[config.mk]
export PLATFORM = sky130hd
export DESIGN_NAME = document_parser_ctrl
export DESIGN_NICKNAME = d
export VERILOG_FILES = /design/src/rtl/document_parser_ctrl.sv
export SDC_FILE = /design/constraint.sdc
export NUM_CORES = 1
export LEC_CHECK = 0
export BUFFER_PORTS_ARGS = -buffer_cell sky130_fd_sc_hd__buf_4
export CORE_UTILIZATION = 45
export CTS_CLUSTER_DIAMETER = 60
export DETAILED_ROUTE_END_ITERATION = 10
export HOLD_SLACK_MARGIN = 0.08
export PLACE_DENSITY = 0.62
export SLEW_MARGIN = 10
export SYNTH_ARGS = -nofsm -noshare
export SYNTH_HDL_FRONTEND = slang
export SYNTH_SLANG_ARGS = --single-unit
[constraint.sdc]
create_clock -name clock -period 3.4 [get_ports clock]
set_input_delay 0.68 -clock clock [delete_from_list [all_inputs] [get_ports clock]]
set_output_delay 0.68 -clock clock [all_outputs]
set_load 0.01 [all_outputs]
[src/rtl/document_parser_ctrl.sv]
// Stream sequencer: hands each <...> tag to element_parser, keeps the nesting stack, emits open/close/text events.
// Build option DOC_TAG_MATCH_CHECK_EN: closing tags are compared with the stack top (error code 3 on mismatch).
module document_parser_ctrl #(
   parameter int CHAR_W      = 8,
   parameter int TAG_W       = 4,
   parameter int DEPTH       = 8,
   parameter int FIN_TIMEOUT = 15
) (
   input  logic                         clock,
   input  logic                         reset,
   input  logic [CHAR_W-1:0]            char,
   input  logic                         char_valid,
   output logic                         char_ready,
   output logic [CHAR_W-1:0]            elem_char,
   output logic                         elem_enable,
   input  logic                         elem_finished,
   input  logic [TAG_W-1:0]             elem_tag,
   input  logic                         elem_closing,
   output logic                         event_valid,
   output logic                         event_close,
   output logic [TAG_W-1:0]             event_tag,
   output logic                         text_valid,
   output logic [CHAR_W-1:0]            text_char,
   output logic [$clog2(DEPTH+1)-1:0]   depth,
   output logic                         doc_done,
   output logic                         error,
   output logic [2:0]                   error_code
);

   localparam int DW = $clog2(DEPTH + 1);
   localparam int AW = (DEPTH > 1) ? $clog2(DEPTH) : 1;
   localparam int CW = $clog2(FIN_TIMEOUT + 1);

   localparam logic [CHAR_W-1:0] CH_LT = CHAR_W'(60);
   localparam logic [CHAR_W-1:0] CH_GT = CHAR_W'(62);

   typedef enum logic [2:0] {
      S_CONTENT,
      S_TAG,
      S_WAIT_FIN,
      S_RELEASE,
      S_ERROR
   } state_t;

   state_t              r_state;
   logic [DW-1:0]       r_depth;
   logic [CW-1:0]       r_fin_cnt;
   logic                r_char_ready;
   logic                r_elem_enable;
   logic                r_event_valid;
   logic                r_event_close;
   logic [TAG_W-1:0]    r_event_tag;
   logic                r_text_valid;
   logic [CHAR_W-1:0]   r_text_char;
   logic                r_doc_done;
   logic                r_error;
   logic [2:0]          r_error_code;
   logic [TAG_W-1:0]    r_stack [DEPTH];

   logic                w_accept;
   logic                w_fin;
   logic                w_overflow;
   logic                w_underflow;
   logic                w_mismatch;
   logic                w_err;
   logic [2:0]          w_err_code;
   logic                w_push;
   logic                w_pop;
   logic [AW-1:0]       w_top_idx;
   logic [TAG_W-1:0]    w_top;
   logic [TAG_W-1:0]    w_close_tag;

   assign w_accept  = char_valid & r_char_ready;
   assign w_top_idx = AW'(r_depth - DW'(1));
   assign w_top     = (r_depth != '0) ? r_stack[w_top_idx] : '0;

   always_comb begin
      w_fin       = (r_state == S_WAIT_FIN) && elem_finished;
      w_overflow  = w_fin && !elem_closing && (r_depth == DW'(DEPTH));
      w_underflow = w_fin && elem_closing && (r_depth == '0);
`ifdef DOC_TAG_MATCH_CHECK_EN
      w_mismatch  = w_fin && elem_closing && (r_depth != '0) && (w_top != elem_tag);
      w_close_tag = elem_tag;
`else
      w_mismatch  = 1'b0;
      w_close_tag = w_top;
`endif
      w_err       = w_overflow | w_underflow | w_mismatch;
      w_err_code  = 3'd0;
      if (w_overflow)
         w_err_code = 3'd1;
      else if (w_underflow)
         w_err_code = 3'd2;
      else if (w_mismatch)
         w_err_code = 3'd3;
      w_push      = w_fin && !elem_closing && !w_err;
      w_pop       = w_fin && elem_closing && !w_err;
   end

   // One register per stack level; only the slot at the current depth is written on a push.
   generate
      for (genvar gi = 0; gi < DEPTH; gi++) begin : g_stack
         always_ff @(posedge clock) begin
            if (reset)
               r_stack[gi] <= '0;
            else if (w_push && (r_depth == DW'(gi)))
               r_stack[gi] <= elem_tag;
         end
      end
   endgenerate

   always_ff @(posedge clock) begin
      if (reset) begin
         r_state       <= S_CONTENT;
         r_depth       <= '0;
         r_fin_cnt     <= '0;
         r_char_ready  <= 1'b1;
         r_elem_enable <= 1'b0;
         r_event_valid <= 1'b0;
         r_event_close <= 1'b0;
         r_event_tag   <= '0;
         r_text_valid  <= 1'b0;
         r_text_char   <= '0;
         r_doc_done    <= 1'b0;
         r_error       <= 1'b0;
         r_error_code  <= 3'd0;
      end else begin
         r_event_valid <= 1'b0;
         r_text_valid  <= 1'b0;
         r_doc_done    <= 1'b0;
         case (r_state)
            S_CONTENT: begin
               if (w_accept) begin
                  if (char == CH_LT) begin
                     r_state       <= S_TAG;
                     r_elem_enable <= 1'b1;
                  end else if (r_depth != '0) begin
                     r_text_valid <= 1'b1;
                     r_text_char  <= char;
                  end
               end
            end
            S_TAG: begin
               if (w_accept && (char == CH_GT)) begin
                  r_state      <= S_WAIT_FIN;
                  r_char_ready <= 1'b0;
                  r_fin_cnt    <= '0;
               end
            end
            S_WAIT_FIN: begin
               if (w_fin) begin
                  r_elem_enable <= 1'b0;
                  if (w_err) begin
                     r_state      <= S_ERROR;
                     r_char_ready <= 1'b1;
                     r_error      <= 1'b1;
                     r_error_code <= w_err_code;
                  end else begin
                     r_state       <= S_RELEASE;
                     r_event_valid <= 1'b1;
                     r_event_close <= elem_closing;
                     if (w_push) begin
                        r_event_tag <= elem_tag;
                        r_depth     <= r_depth + DW'(1);
                     end else begin
                        r_event_tag <= w_close_tag;
                        r_depth     <= r_depth - DW'(1);
                        r_doc_done  <= (r_depth == DW'(1));
                     end
                  end
               end else if (r_fin_cnt == CW'(FIN_TIMEOUT - 1)) begin
                  r_state       <= S_ERROR;
                  r_elem_enable <= 1'b0;
                  r_char_ready  <= 1'b1;
                  r_error       <= 1'b1;
                  r_error_code  <= 3'd4;
               end else begin
                  r_fin_cnt <= r_fin_cnt + CW'(1);
               end
            end
            S_RELEASE: begin
               r_state      <= S_CONTENT;
               r_char_ready <= 1'b1;
               r_fin_cnt    <= '0;
            end
            S_ERROR: begin
               r_char_ready  <= 1'b1;
               r_elem_enable <= 1'b0;
            end
            default: begin
               r_state       <= S_CONTENT;
               r_char_ready  <= 1'b1;
               r_elem_enable <= 1'b0;
            end
         endcase
      end
   end

   // Idle TAG cycles feed NUL so the parser does not advance.
   assign elem_char   = ((r_state == S_TAG) && char_valid) ? char : '0;
   assign char_ready  = r_char_ready;
   assign elem_enable = r_elem_enable;
   assign event_valid = r_event_valid;
   assign event_close = r_event_close;
   assign event_tag   = r_event_tag;
   assign text_valid  = r_text_valid;
   assign text_char   = r_text_char;
   assign depth       = r_depth;
   assign doc_done    = r_doc_done;
   assign error       = r_error;
   assign error_code  = r_error_code;

endmodule
==> reports/results.tsv <==
stage	metric	value	unit
synth	Post-Syn Area	3200	sq um
layout	fin nets	364	
timing	Max Slew Vio Count	0	
cts	clk_lat worst skew	0.35	ns
die	core footprint	6830	sq um
grt	number of global-route vias before repair	2379	
die	IO Pins	51	
worst_setup_path	arrival time at the worst endpoint	1.84	ns
synth	Synth Area in Compound Gates	10.3	%
timing	Slew HR	57.4	%
pwr	pwr/cell area	457	nW/um^2
cts	post-CTS setup buffer count	0	
grt	GR peak layer	met2	
layout	Area Overhead vs Synth	21.7	%
synth	Main synth FF type	dfxtp_1	
cts	CTS Buf Count	9	
min_path	hold crit path type	flop to flop	
cts	clock-pin slew on the worst setup and hold paths	0.07	ns
timing	RSZ-0062 raised after global routing	no	
synth	XOR/XNOR share of the synthesized area	1.37	%
grt	first-pass GRT wire length	12.1	mm
route	Antenna Nets Post-Route	0	
synth	simple-gate share of the synthesized area	22.0	%
pwr	Leakage	1.74	nW
die	Die Y	86.3	microns
route	final WL	7.51	mm
cts	clock sink total	65	
cts	root buf cell	clkbuf_8	
timing	minimum clock period	2.52	ns
placed_design	GP Congestion	0.840	
synth	Mapped Nets	317	
route	remaining routing DRC violations	0	
placed_design	DPL Wire Length	5.35	mm
pwr	Worst VDD drop	0.189	mV
grt	initial antenna violation count	0	
synth	Synth Area in Adders	2.74	%
grt	largest net degree at the start of global routing	42	
layout	layout cell share with drive strength beyond 1	24.3	%
synth	multiplexer area fraction after synthesis	10.0	%
worst_setup_path	startpoint types	flop	
cts	H-tree levels	3	
grt	Congestion Overflow GR	0	
route	drt via density	5.55	
worst_setup_path	WP data required	2.72	ns
grt	grt met1 use	26.8	%
cts	Post-CTS Resized	0	
cts	hold-fix buffers at CTS	0	
synth	Seq cells post-synth	65	
synth	Avg Inst Size Synth	10.9	sq um
timing	setup violators final	0	
die	starting density of the core	46.8	%
synth	Async S/R FF share, synth	0	%
timing	Final Hold Fails	0	
timing	Max Clock Skew	0.00802	ns
worst_setup_path	CP endpoint kind	output pin	
grt	Total GRT Usage	21.9	%
route	via count	2447	
synth	register area share after synthesis	50.7	%
die	die area	7450	sq um
job	max_cap viols	0	
cts	clk buf depth	2	
timing	Max Clock Freq	0.397	GHz
outcome	status	complete, no violations	
grt	GR Util met2	37.7	%
route	drt wl/cell	17.0	microns
timing	Worst-Margin Slew	0.635	ns
synth	Cells after Synth	293	
timing	crit share post-route	74.1	%
worst_setup_path	crit-path max FO	11	
placed_design	PortBufs	50	
synth	largest family of logic cells by synthesized area	simple AND/OR/NAND/NOR gates	
timing	post-route setup TNS	0	ns
cts	CTS tree	built	
layout	antenna cells	0	
die	Site Rows	30	
synth	Post-synth EDFFs	32	
pwr	PnR Total Power	1.78	mW
worst_setup_path	crit path kind	flop to output pin	
die	die span in x	86.3	microns
route	drt pass-1 iters	4	
synth	count of cell types in the netlist	47	
route	initial drt markers	150	
grt	met3 Use GR	4.86	%
synth	Warnings, synthesis	0	
==> critical path, cell delays in order (launching register included) <==
cell and delay, ns:
dfxtp_1 0.54, nand2b_1 0.12, nor2_1 0.46, and3_1 0.25, buf_4 0.12
==> per-layer routing <==
layer / part of all wire (%) / vias up
met5: 0 / -
met4: 1.7 / 0
met3: 7.0 / 12
met2: 52 / 73
met1: 40 / 1178
li1: - / 1184
==> worst paths after layout <==
path / cells past startpoint / start / slack [ns] / end
hold reg to reg: 2 / error / 0.48 / error
setup / recovery: 4 / r_state[0] / 0.88 / elem_char[4]
hold / removal: 2 / error / 0.48 / error
setup reg to reg: 7 / depth[1] / 1.12 / depth[2]
==> Yosys cell counts, types with 4 or more instances <==
| library cell | count | area [sq um] |
|---|---|---|
| and2_1 | 17 | 106 |
| nand2_1 | 9 | 33.8 |
| and3_1 | 33 | 206 |
| inv_1 | 7 | 26.3 |
| o21ai_0 | 5 | 25.0 |
| ha_1 | 7 | 87.6 |
| mux4_2 | 8 | 180 |
| nand2b_1 | 4 | 25.0 |
| nor2_1 | 31 | 116 |
| nand3_1 | 5 | 25.0 |
| a21oi_1 | 10 | 50.1 |
| mux2i_1 | 14 | 140 |
| o22ai_1 | 4 | 25.0 |
| edfxtp_1 | 32 | 961 |
| dfxtp_1 | 33 | 661 |
| a31oi_1 | 7 | 43.8 |
| nor3_1 | 6 | 30.0 |
| a21o_1 | 5 | 37.5 |
| clkbuf_1 | 10 | 37.5 |
==> through the flow <==
step | setup slack (ns) | cell area (sq um) | hold slack [ns] | util (%) | cells
2_1_floorplan | 0.737 | 3200 | 0.475 | - | 293
3_3_place_gp | 0.998 | 3640 | 0.467 | 53.3 | 425
3_5_place_dp | 0.956 | 3640 | 0.464 | 53.3 | 425
4_1_cts | 0.894 | 3890 | 0.489 | 57.0 | 441
5_1_grt | 0.690 | 3890 | 0.509 | 57.0 | 441
6_report | 0.882 | 3890 | 0.481 | 57.0 | 441
==> power by group <==
group          total [mW]  internal (mW)  switching [mW]
combinational       0.113         0.0460          0.0668
sequential          0.846          0.834          0.0113
clock               0.822          0.495           0.327
==> state kept, by name, indices dropped and copies added, names as in the netlist, 3 cells and up <==
signal / count
event_tag: 4
depth: 4
r_stack: 32
text_char: 8
r_fin_cnt: 4
error_code: 3
r_state: 3
==> cells by family (layout without fill, tap and decap cells) <==
family	after synthesis	in the layout
flops	65	65
xor+xnor	5	5
compound gates	47	47
simple gates	124	124
mux	22	22
buf+inv	23	75
fa+ha+maj	7	7
==> cell type report <==
type,count,area (sq um)
Fill cell,630,2940
Sequential cell,65,1620
Multi-Input combinational cell,205,1490
Timing Repair Buffer,52,390
Clock inverter,7,125
Clock buffer,9,124
Tap cell,96,120
Inverter,7,26.3
==> placed cells by master (no fill, tap or decap), drive strengths merged, types with 3 or more instances in the layout <==
cell and count:
buf 52, and3 33, dfxtp 33, edfxtp 32
nor2 31, and2 17, mux2i 14, a21oi 10
nand2 9, clkbuf 9, inv 9, mux4 8
a31oi 7, ha 7, nor3 6, a21o 5
nand3 5, o21ai 5, nand2b 4, o22ai 4
or3 3, a31o 3, xnor2 3, nor2b 3
bufinv 3, or4 3
(Power assumes the default switching activity.)
